`src/rtl/alu_issue_ctrl_if.sv`:
```
// alu_issue_ctrl_if
//   Instruction and result handshakes of the ALU issue controller.
//   Instruction port: instr_valid / instr_ready / instr[13:0]
//   Result port:      res_valid / res_ready / res_x / res_y / res_err
//   master : instruction source and result sink (drives instr, res_ready)
//   slave  : the issue controller (drives instr_ready and the result)
interface alu_issue_ctrl_if #(
    parameter int WIDTH = 4
);
    logic             instr_valid;
    logic             instr_ready;
    logic [13:0]      instr;
    logic             res_valid;
    logic             res_ready;
    logic [WIDTH-1:0] res_x;
    logic [WIDTH-1:0] res_y;
    logic             res_err;

    modport master (
        output instr_valid, instr, res_ready,
        input  instr_ready, res_valid, res_x, res_y, res_err
    );

    modport slave (
        input  instr_valid, instr, res_ready,
        output instr_ready, res_valid, res_x, res_y, res_err
    );
endinterface

```
`src/rtl/alu_issue_ctrl.sv`:
```
// alu_issue_ctrl
//   Sequencer in front of a combinational ALU. Accepts one instruction,
//   drives the ALU from a 4-entry register file for a single EXEC cycle,
//   writes back / captures the result, then holds it on the result port.
//   Ports:
//     clk, rst        clock, asynchronous active-high reset
//     bus (slave)     instruction and result handshakes
//     alu_a/b/op      ALU operand and opcode drive (zero outside EXEC)
//     alu_x/y         ALU primary / secondary result
//     op_count        completed result handshakes, wraps at 255
module alu_issue_ctrl #(
    parameter int WIDTH = 4
) (
    input  logic               clk,
    input  logic               rst,
    alu_issue_ctrl_if.slave    bus,
    output logic [WIDTH-1:0]   alu_a,
    output logic [WIDTH-1:0]   alu_b,
    output logic [3:0]         alu_op,
    input  logic [WIDTH-1:0]   alu_x,
    input  logic [WIDTH-1:0]   alu_y,
    output logic [7:0]         op_count
);
    typedef enum logic [1:0] {
        IDLE = 2'd0,
        EXEC = 2'd1,
        RESP = 2'd2
    } state_t;

    localparam logic [3:0] OP_LAST_ALU = 4'b1000;
    localparam logic [3:0] OP_MUL      = 4'b1001;
    localparam logic [3:0] OP_DIV      = 4'b1010;
    localparam logic [3:0] OP_LDI      = 4'b1111;

    state_t           state_q, state_d;
    logic [13:0]      ir_q, ir_d;
    logic [WIDTH-1:0] regs_q [4];
    logic [WIDTH-1:0] regs_d [4];
    logic [WIDTH-1:0] res_x_q, res_x_d;
    logic [WIDTH-1:0] res_y_q, res_y_d;
    logic             res_err_q, res_err_d;
    logic [7:0]       op_count_q, op_count_d;

    logic [3:0]       ir_op;
    logic [1:0]       ir_rd, ir_ra, ir_rb, ir_rd_nxt;
    logic [WIDTH-1:0] ir_imm;

    assign ir_op     = ir_q[13:10];
    assign ir_rd     = ir_q[9:8];
    assign ir_ra     = ir_q[7:6];
    assign ir_rb     = ir_q[5:4];
    assign ir_rd_nxt = ir_rd + 2'd1;   // MUL/DIV secondary destination, wraps R3 -> R0
    assign ir_imm    = WIDTH'(ir_q[3:0]);

    always_comb begin
        state_d    = state_q;
        ir_d       = ir_q;
        regs_d     = regs_q;
        res_x_d    = res_x_q;
        res_y_d    = res_y_q;
        res_err_d  = res_err_q;
        op_count_d = op_count_q;
        alu_a      = '0;
        alu_b      = '0;
        alu_op     = '0;

        case (state_q)
            IDLE: begin
                if (bus.instr_valid) begin
                    ir_d    = bus.instr;
                    state_d = EXEC;
                end
            end
            EXEC: begin
                // Operands come from the pre-writeback register file, so
                // ra/rb aliasing rd always sees the old value.
                if (ir_op != OP_LDI) begin
                    alu_a  = regs_q[ir_ra];
                    alu_b  = regs_q[ir_rb];
                    alu_op = ir_op;
                end
                res_err_d = 1'b0;
                if (ir_op <= OP_LAST_ALU) begin
                    regs_d[ir_rd] = alu_x;
                    res_x_d       = alu_x;
                    res_y_d       = alu_y;
                end else if (ir_op == OP_MUL || ir_op == OP_DIV) begin
                    regs_d[ir_rd]     = alu_x;
                    regs_d[ir_rd_nxt] = alu_y;
                    res_x_d           = alu_x;
                    res_y_d           = alu_y;
                end else if (ir_op == OP_LDI) begin
                    regs_d[ir_rd] = ir_imm;
                    res_x_d       = ir_imm;
                    res_y_d       = '0;
                end else begin
                    res_x_d   = '0;
                    res_y_d   = '0;
                    res_err_d = 1'b1;
                end
                state_d = RESP;
            end
            RESP: begin
                if (bus.res_ready) begin
                    state_d    = IDLE;
                    op_count_d = op_count_q + 8'd1;
                end
            end
            default: state_d = IDLE;
        endcase
    end

    always_ff @(posedge clk or posedge rst) begin
        if (rst) begin
            state_q    <= IDLE;
            ir_q       <= '0;
            for (int i = 0; i < 4; i++) regs_q[i] <= '0;
            res_x_q    <= '0;
            res_y_q    <= '0;
            res_err_q  <= 1'b0;
            op_count_q <= '0;
        end else begin
            state_q    <= state_d;
            ir_q       <= ir_d;
            regs_q     <= regs_d;
            res_x_q    <= res_x_d;
            res_y_q    <= res_y_d;
            res_err_q  <= res_err_d;
            op_count_q <= op_count_d;
        end
    end

    // Ready is masked by rst so it is low for the whole reset pulse.
    assign bus.instr_ready = (state_q == IDLE) & ~rst;
    assign bus.res_valid   = (state_q == RESP);
    assign bus.res_x       = res_x_q;
    assign bus.res_y       = res_y_q;
    assign bus.res_err     = res_err_q;
    assign op_count        = op_count_q;
endmodule

```
`src/flat_wrapper.sv`:
```
// flat-port wrapper written by rule: the top's interface ports become plain ports
module alu_issue_ctrl_flat 
#(
    parameter int WIDTH = 4
)
  (clk, rst, alu_a, alu_b, alu_op, alu_x, alu_y, op_count, bus_instr_valid, bus_instr, bus_res_ready, bus_instr_ready, bus_res_valid, bus_res_x, bus_res_y, bus_res_err);
  alu_issue_ctrl_if #(.WIDTH(WIDTH)) bus_i ();
  input  logic clk;
  input  logic rst;
  output logic [WIDTH-1:0] alu_a;
  output logic [WIDTH-1:0] alu_b;
  output logic [3:0] alu_op;
  input  logic [WIDTH-1:0] alu_x;
  input  logic [WIDTH-1:0] alu_y;
  output logic [7:0] op_count;
  input wire logic [$bits(bus_i.instr_valid)-1:0] bus_instr_valid;
  input wire logic [$bits(bus_i.instr)-1:0] bus_instr;
  input wire logic [$bits(bus_i.res_ready)-1:0] bus_res_ready;
  output wire logic [$bits(bus_i.instr_ready)-1:0] bus_instr_ready;
  output wire logic [$bits(bus_i.res_valid)-1:0] bus_res_valid;
  output wire logic [$bits(bus_i.res_x)-1:0] bus_res_x;
  output wire logic [$bits(bus_i.res_y)-1:0] bus_res_y;
  output wire logic [$bits(bus_i.res_err)-1:0] bus_res_err;
  assign bus_i.instr_valid = bus_instr_valid;
  assign bus_i.instr = bus_instr;
  assign bus_i.res_ready = bus_res_ready;
  assign bus_instr_ready = bus_i.instr_ready;
  assign bus_res_valid = bus_i.res_valid;
  assign bus_res_x = bus_i.res_x;
  assign bus_res_y = bus_i.res_y;
  assign bus_res_err = bus_i.res_err;
  alu_issue_ctrl #(.WIDTH(WIDTH)) u_core (.clk(clk), .rst(rst), .bus(bus_i), .alu_a(alu_a), .alu_b(alu_b), .alu_op(alu_op), .alu_x(alu_x), .alu_y(alu_y), .op_count(op_count));
endmodule
```
`config.mk`:
```
export PLATFORM = sky130hd
export DESIGN_NAME = alu_issue_ctrl_flat
export DESIGN_NICKNAME = d
export VERILOG_FILES = /design/src/rtl/alu_issue_ctrl_if.sv /design/src/rtl/alu_issue_ctrl.sv /design/src/flat_wrapper.sv
export SDC_FILE = /design/constraint.sdc
export NUM_CORES = 1
export LEC_CHECK = 0
export BUFFER_PORTS_ARGS = -buffer_cell sky130_fd_sc_hd__clkbuf_2
export CAP_MARGIN = 10
export CORE_UTILIZATION = 55
export DETAILED_ROUTE_END_ITERATION = 10
export PLACE_DENSITY = 0.79
export SLEW_MARGIN = 20
export SYNTH_ARGS = -nofsm -noshare
export SYNTH_HDL_FRONTEND = slang
export SYNTH_SLANG_ARGS = --single-unit
```
`constraint.sdc`:
```
create_clock -name clk -period 3 [get_ports clk]
set_clock_uncertainty 0.2 [all_clocks]
set_input_delay 0.45 -clock clk [delete_from_list [all_inputs] [get_ports clk]]
set_output_delay 0.45 -clock clk [all_outputs]
set_load 0.01 [all_outputs]
```
==> metrics.csv, run 1 <==
stage,metric,value,unit
cts,path_clk_slew,0.09,ns
place,placed_cell_area,0.00341,mm^2
detailed_routing,drc,0,
final_layout,n_antenna_cell,0,
synthesis,yosys_warnings,0,
floorplanning,dieArea,0.00598,mm^2
synthesis,synthCells,316,
timing,worstMarginPinSlew,0.837,ns
floorplanning,die_h,77.3,um
synthesis,synth.area.top_cells,"dfrtp_1, mux2i_1, mux4_2",
global_route,grt.overflow.total,0,
power_and_ir_drop,leakage,1.55,nW
cts,clkLatencyLatePin,0.31,ns
detailed_routing,drt_first_pass_iters,5,
timing,layout_min_cycle_time,2.60,ns
synthesis,synth-edff-count,0,
setup_path,critPathBufInv,2,
synthesis,yosysMostFrequentCell,dfrtp_1,
setup_path,end_kind,primary output,
timing,maxSlewHeadroom,44.2,%
cts,clock-root-buffer,clkbuf_8,
synthesis,synth_top_area_share,39.3,%
detailed_routing,wl_per_cell,17.6,um
timing,whs,0.0683,ns
synthesis,synth-seq-cells,49,
timing,period_share,86.6,%
global_route,antenna_found_initial,0,
setup_path,crit_chain,"and2_1, and2_0, nor2_1, buf_4, and2_1, clkbuf_2",
cts,htree_levels,2,
run_status,status,finished clean,
timing,drv_slew,0,
place,io_buffers,56,
setup_path,crit_type,reg2out,
timing,fmax,385,MHz
synthesis,async_flop_share,100,%
cts,cts_buffer_depth,2,
run,maxCapViolCount,0,
synthesis,synthDistinctLibCells,43,
floorplanning,rows,27,
synthesis,syn_nets,343,
cts,postCtsHoldBufs,0,
synthesis,synthFlopType,dfrtp_1,
setup_path,cp.depth,6,
detailed_routing,wirelength,7710,um
cts,cts_tree,done,
floorplanning,core,0.00547,mm^2
global_route,grt_pass1_wl,12600,um
setup_path,arrival,1.95,ns
setup_path,worst_path_most_repeated_cell,and2_1,
timing,tns,0,ns
place,place_congestion,0.914,
synthesis,seq_area_frac_synth,39.3,%
setup_path,crit_fanout,11,
synthesis,ys_top_cells_by_count,"dfrtp_1, nor2_1, a21oi_1",
final_layout,syn2layout_area_growth,13.2,%
final_layout,finalInstanceArea,0.00353,mm^2
power_and_ir_drop,powerDensity,1110,mW/mm^2
synthesis,post_synth.cell_area_avg,9.87,um^2
detailed_routing,viasPerCell,6.18,
floorplanning,initial_core_util,57.0,%
detailed_routing,ant_nets,0,
setup_path,critPathMaxStageDelay,0.62,ns
cts,cts_resized,0,
final_layout,layout.nets,391,
setup_path,critPathTopFamily,simple AND/OR/NAND/NOR gates,
setup_path,startpoint_type,flip-flop,
synthesis,synth_largest_area_cell,dfrtp_1,
timing,setup_viol,0,
cts,clkSinkCount,49,
setup_path,reg2reg_depth,4,
global_route,grt.total_usage,27.7,%
power_and_ir_drop,peakVddDrop,515,uV
detailed_routing,drt_iter0_drc,284,
detailed_routing,num_vias,2702,
synthesis,syn-cell-area,0.00312,mm^2
floorplanning,pin_count,57,
place,dp_hpwl,5650,um
final_layout,drive_above_1_share,28.5,%
timing,rsz0062_at_grt,no,
global_route,grt_pass1_vias,2523,
floorplanning,die_w,77.3,um
setup_path,crit_required,2.35,ns
cts,cts_setup_buffers,0,
global_route,grt_max_degree,50,
setup_path,slowest_stage,dfrtp_1,
cts,numCtsBuffers,5,
hold_path,holdCritPathClass,in2async,
timing,hold_viol,0,
path summary, 6_finish.rpt:
path / startpoint / end / slack (ns)
setup / recovery: u_core.ir_q[10] / alu_op[1] / 0.40
hold / removal: rst / u_core.state_q[1] / 0.07
max in group asynchronous: rst / u_core.regs_q[11] / 2.04
setup reg to reg: u_core.ir_q[10] / u_core.regs_q[12] / 0.64
min in group clk: bus_instr[13] / u_core.ir_q[13] / 0.14
hold reg to reg: u_core.bus.res_y[0] / u_core.bus.res_y[0] / 0.29
registers in the layout, summed over array words and instances (netlist names):
register / flops
u_core.bus.res_err: 1
u_core.bus.res_x: 4
u_core.bus.res_y: 4
u_core.ir_q: 14
u_core.op_count: 8
u_core.regs_q: 16
u_core.state_q: 2
power by group:
| part | switching, mW | internal (mW) | total (mW) |
|---|---|---|---|
| clock | 0.232 | 0.250 | 0.482 |
| sequential | 0.501 | 0.963 | 1.46 |
| combinational | 1.03 | 0.941 | 1.97 |
| total | 1.76 | 2.15 | 3.91 |
cell usage in the layout (no fill, tap or decap), types with 2 or more instances in the layout:
master / instances
o21ai_0: 20
nand2_1: 19
buf_4: 6
nand2b_1: 7
inv_1: 6
a311oi_1: 4
a32oi_1: 3
o21bai_1: 4
a21oi_1: 21
mux2i_1: 19
mux2_2: 13
clkbuf_8: 5
clkbuf_2: 56
mux4_2: 8
a211oi_1: 12
a22oi_1: 5
a221oi_1: 12
nor2_1: 32
xor2_1: 2
and2_1: 14
xnor2_1: 7
nand3_1: 5
nor3_1: 7
nand4_1: 3
dfrtp_1: 49
nor2b_1: 6
routing by layer:
| layer | vias to the layer above | wire, um | GRT usage, % |
|---|---|---|---|
| li1 | 1253 | - | - |
| met1 | 1320 | 3250 | 37.5 |
| met2 | 117 | 3800 | 44.6 |
| met3 | 12 | 538 | 4.17 |
| met4 | 0 | 121 | 11.1 |
| met5 | - | 0 | 0 |
through the flow:
stage / power (mW) / util (%) / setup WS (ns) / cells
6_report: 3.91 / 64.5 / 0.403 / 437
5_1_grt: 4.20 / 64.5 / 0.261 / 437
4_1_cts: 3.90 / 64.5 / 0.393 / 437
3_5_place_dp: 3.42 / 62.4 / 0.670 / 429
3_3_place_gp: 3.33 / 62.4 / 0.768 / 429
2_1_floorplan: 2.89 / - / 0.911 / 316
logic make-up after synthesis:
| logic type | synth area share (%) |
|---|---|
| adders and majority gates | 0.401 |
| muxes | 16.6 |
| DFF | 39.3 |
| buffers and inverters | 4.73 |
| AOI/OAI and AO/OA | 19.4 |
| xor gates and xnor gates | 3.05 |
| and+or+nand+nor | 16.6 |
area by class of cell:
| type | count | area, um^2 |
|---|---|---|
| inverters | 7 | 27.5 |
| repair buffers | 62 | 325 |
| well taps | 72 | 90.1 |
| flip-flops and latches | 49 | 1230 |
| clock buffers | 5 | 68.8 |
| clock inverters | 3 | 46.3 |
| fillers | 470 | 1940 |
| multi-input cells | 239 | 1750 |
Note: power is estimated with default switching activity, not from simulation.
==> run 2, diff against run 1 <==
--- a/config.mk
+++ b/config.mk
@@ -5,6 +5,7 @@
 export SDC_FILE = /design/constraint.sdc
 export NUM_CORES = 1
 export LEC_CHECK = 0
+export ABC_AREA = 1
 export BUFFER_PORTS_ARGS = -buffer_cell sky130_fd_sc_hd__clkbuf_2
 export CAP_MARGIN = 10
 export CORE_UTILIZATION = 55
==> metrics.csv, run 2 <==
stage,metric,value,unit,change
setup_path,reg2reg_depth,7,,was 4
synthesis,synth-seq-cells,49,,unchanged
global_route,grt_pass1_vias,3126,,"was 2,523"
detailed_routing,wirelength,9010,um,was 7710 um
synthesis,seq_area_frac_synth,37.7,%,was 39.3%
run_status,status,finished clean,,unchanged
cts,numCtsBuffers,5,,unchanged
cts,clkSinkCount,49,,unchanged
run,maxCapViolCount,0,,unchanged
setup_path,critPathMaxStageDelay,0.44,ns,was 0.62 ns
synthesis,synth.area.top_cells,"dfrtp_1, nand2_1, nand3_1",,"was dfrtp_1, mux2i_1, mux4_2"
timing,worstMarginPinSlew,0.778,ns,was 0.837 ns
setup_path,crit_chain,"nor2_2, buf_4, o21ai_0, buf_4, a21oi_1, clkbuf_2",,"was and2_1, and2_0, nor2_1, buf_4, and2_1, clkbuf_2"
place,dp_cells,597,,was 429
setup_path,arrival,1.73,ns,was 1.95 ns
synthesis,yosys_warnings,0,,unchanged
power_and_ir_drop,p_switching,2.11,mW,was 1.76 mW
synthesis,synth_top_area_share,37.7,%,was 39.3%
setup_path,worst_path_most_repeated_cell,buf_4,,was and2_1
timing,finalWorstSetupSlack,0.621,ns,was 0.403 ns
cts,path_clk_slew,0.10,ns,was 0.09 ns
final_layout,layout.nets,559,,was 391
detailed_routing,wl_per_cell,14.9,um,was 17.6 um
final_layout,fin_util,64.3,%,was 64.5%
global_route,grt_max_degree,35,,was 50
detailed_routing,num_vias,3408,,"was 2,702"
floorplanning,core,0.00561,mm^2,was 0.00547 mm^2
global_route,grt.total_usage,31.5,%,was 27.7%
cts,clkLatencyLatePin,0.32,ns,was 0.31 ns
setup_path,r2r-end,u_core.regs_q[4],,was u_core.regs_q[12]
global_route,grt.overflow.total,0,,unchanged
timing,hold_viol,0,,unchanged
synthesis,synth-edff-count,0,,unchanged
cts,cts_buffer_depth,2,,unchanged
floorplanning,die_h,78.9,um,was 77.3 um
synthesis,yosysMostFrequentCell,nand2_1,,was dfrtp_1
hold_path,holdCritPathClass,in2async,,unchanged
final_layout,drive_above_1_share,17.3,%,was 28.5%
power_and_ir_drop,sw_frac_of_total,53.1,%,was 45.0%
setup_path,critPathTopFamily,buffers and inverters,,was simple AND/OR/NAND/NOR gates
synthesis,syn_nets,514,,was 343
synthesis,post_synth.cell_area_avg,6.68,um^2,was 9.87 um^2
setup_path,end_kind,primary output,,unchanged
power_and_ir_drop,leakage,1.90,nW,was 1.55 nW
floorplanning,dieArea,0.00623,mm^2,was 0.00598 mm^2
synthesis,syn-cell-area,0.00325,mm^2,was 0.00312 mm^2
cts,clock-root-buffer,clkbuf_8,,unchanged
setup_path,crit_fanout,14,,was 11
setup_path,crit_start,u_core.state_q[1],,was u_core.ir_q[10]
cts,htree_levels,2,,unchanged
final_layout,layout_commonest_cell,nand2_1,,was clkbuf_2
global_route,grt_pass1_wl,15200,um,"was 12,600 um"
power_and_ir_drop,powerDensity,1100,mW/mm^2,was 1110 mW/mm^2
timing,drv_slew,0,,unchanged
timing,setup_viol,0,,unchanged
setup_path,crit_required,2.35,ns,about the same
power_and_ir_drop,peakVddDrop,532,uV,was 515 uV
cts,cts_resized,0,,unchanged
setup_path,r2r_start,u_core.ir_q[8],,was u_core.ir_q[10]
detailed_routing,viasPerCell,5.63,,was 6.18
timing,rsz0062_at_grt,no,,unchanged
timing,maxSlewHeadroom,48.1,%,was 44.2%
timing,tns,0,ns,unchanged
setup_path,crit_type,reg2out,,unchanged
place,dp_hpwl,6530,um,was 5650 um
timing,fmax,420,MHz,was 385 MHz
detailed_routing,drc,0,,unchanged
cts,postCtsHoldBufs,0,,unchanged
floorplanning,die_w,78.9,um,was 77.3 um
floorplanning,initial_core_util,58.0,%,was 57.0%
setup_path,critPathBufInv,3,,was 2
synthesis,ys_top_cells_by_count,"nand2_1, nor2_1, nand3_1",,"was dfrtp_1, nor2_1, a21oi_1"
synthesis,synth_largest_area_cell,dfrtp_1,,unchanged
place,place_congestion,0.958,,was 0.914
final_layout,syn2layout_area_growth,10.8,%,was 13.2%
global_route,antenna_found_initial,0,,unchanged
setup_path,r2r_setup_slack,0.89,ns,was 0.64 ns
synthesis,synthFlopType,dfrtp_1,,unchanged
detailed_routing,ant_nets,0,,unchanged
synthesis,synthCells,487,,was 316
power_and_ir_drop,seq_power_share,34.0,%,was 37.4%
setup_path,cp.depth,6,,unchanged
detailed_routing,drt_first_pass_iters,4,,was 5
timing,period_share,79.3,%,was 86.6%
final_layout,final_cells,605,,was 437
floorplanning,pin_count,57,,unchanged
power_and_ir_drop,clkPwrFrac,10.9,%,was 12.3%
power_and_ir_drop,internal-power,1.86,mW,was 2.15 mW
synthesis,async_flop_share,100,%,unchanged
final_layout,n_antenna_cell,0,,unchanged
power_and_ir_drop,combPwrFrac,55.1,%,was 50.3%
setup_path,startpoint_type,flip-flop,,unchanged
cts,cts_tree,done,,unchanged
final_layout,regMostFlops,u_core.regs_q,,unchanged
cts,cts_setup_buffers,0,,unchanged
setup_path,crit_end,alu_b[3],,was alu_op[1]
synthesis,synthDistinctLibCells,28,,was 43
setup_path,slowest_stage,dfrtp_1,,unchanged
final_layout,largest_reg_flops,16,,unchanged
place,io_buffers,56,,unchanged
place,place_ws,0.980,ns,was 0.670 ns
floorplanning,rows,27,,unchanged
final_layout,mostFrequentLayoutCells,"nand2_1, nor2_1, nand3_1",,"was clkbuf_2, dfrtp_1, nor2_1"
timing,layout_min_cycle_time,2.38,ns,was 2.60 ns
detailed_routing,drt_iter0_drc,269,,was 284
run 2: area by class of cell:
type / count / area [um^2]
Tap cell: 72 / 90.1
Multi-Input combinational cell: 383 / 1760
Sequential cell: 49 / 1230
Fill cell: 521 / 2000
Clock inverter: 3 / 28.8
Timing Repair Buffer: 60 / 310
Clock buffer: 5 / 68.8
Inverter: 33 / 124
run 2: layer usage:
| layer | track usage [%] | part of all wire [%] | vias up |
|---|---|---|---|
| met5 | 0 | 0 | - |
| met4 | 13.1 | 2.5 | 0 |
| li1 | - | - | 1662 |
| met3 | 4.37 | 7.1 | 21 |
| met2 | 50.5 | 46 | 131 |
| met1 | 42.7 | 44 | 1594 |
run 2: metrics by stage:
stage	power, mW	hold slack [ns]	area [um^2]
after floorplan	2.99	0.271	3250
after global placement	3.43	0.264	3510
after detailed placement	3.49	0.267	3510
after CTS	3.94	0.0675	3610
after global routing	4.35	0.102	3610
final	3.97	0.0400	3610
run 2: worst min-delay path by stage:
stage                         from                  end  slack (ns)  cells after the start
6_report                       rst  u_core.bus.res_x[3]        0.04                      2
5_1_grt                        rst  u_core.bus.res_x[3]        0.10                      2
4_1_cts                        rst    u_core.state_q[1]        0.07                      2
3_5_place_dp   u_core.bus.res_y[3]  u_core.bus.res_y[3]        0.27                      2
3_3_place_gp   u_core.bus.res_y[0]  u_core.bus.res_y[0]        0.26                      2
2_1_floorplan    u_core.regs_q[10]    u_core.regs_q[10]        0.27                      2
run 2: cells by family (layout without fill, tap and decap cells):
family / count (synthesis) / count (layout) / share of synthesized area (%)
buffers and inverters: 55 / 101 / 8.30
AND/OR/NAND/NOR: 302 / 302 / 38.9
multiplexers: 1 / 1 / 0.346
AO/OA/AOI/OAI: 72 / 72 / 12.5
XOR/XNOR: 7 / 7 / 1.88
flip-flops: 49 / 49 / 37.7
adder cells (fa/ha/maj): 1 / 1 / 0.384
run 2: power groups by stage:
stage | Combinational [mW] | Sequential [mW] | Clock (mW)
floorplan | 1.81 | 1.18 | 0
global placement | 2.09 | 1.33 | 0
detailed placement | 2.14 | 1.35 | 0
CTS | 2.16 | 1.34 | 0.448
global route | 2.48 | 1.40 | 0.471
finish | 2.19 | 1.35 | 0.434
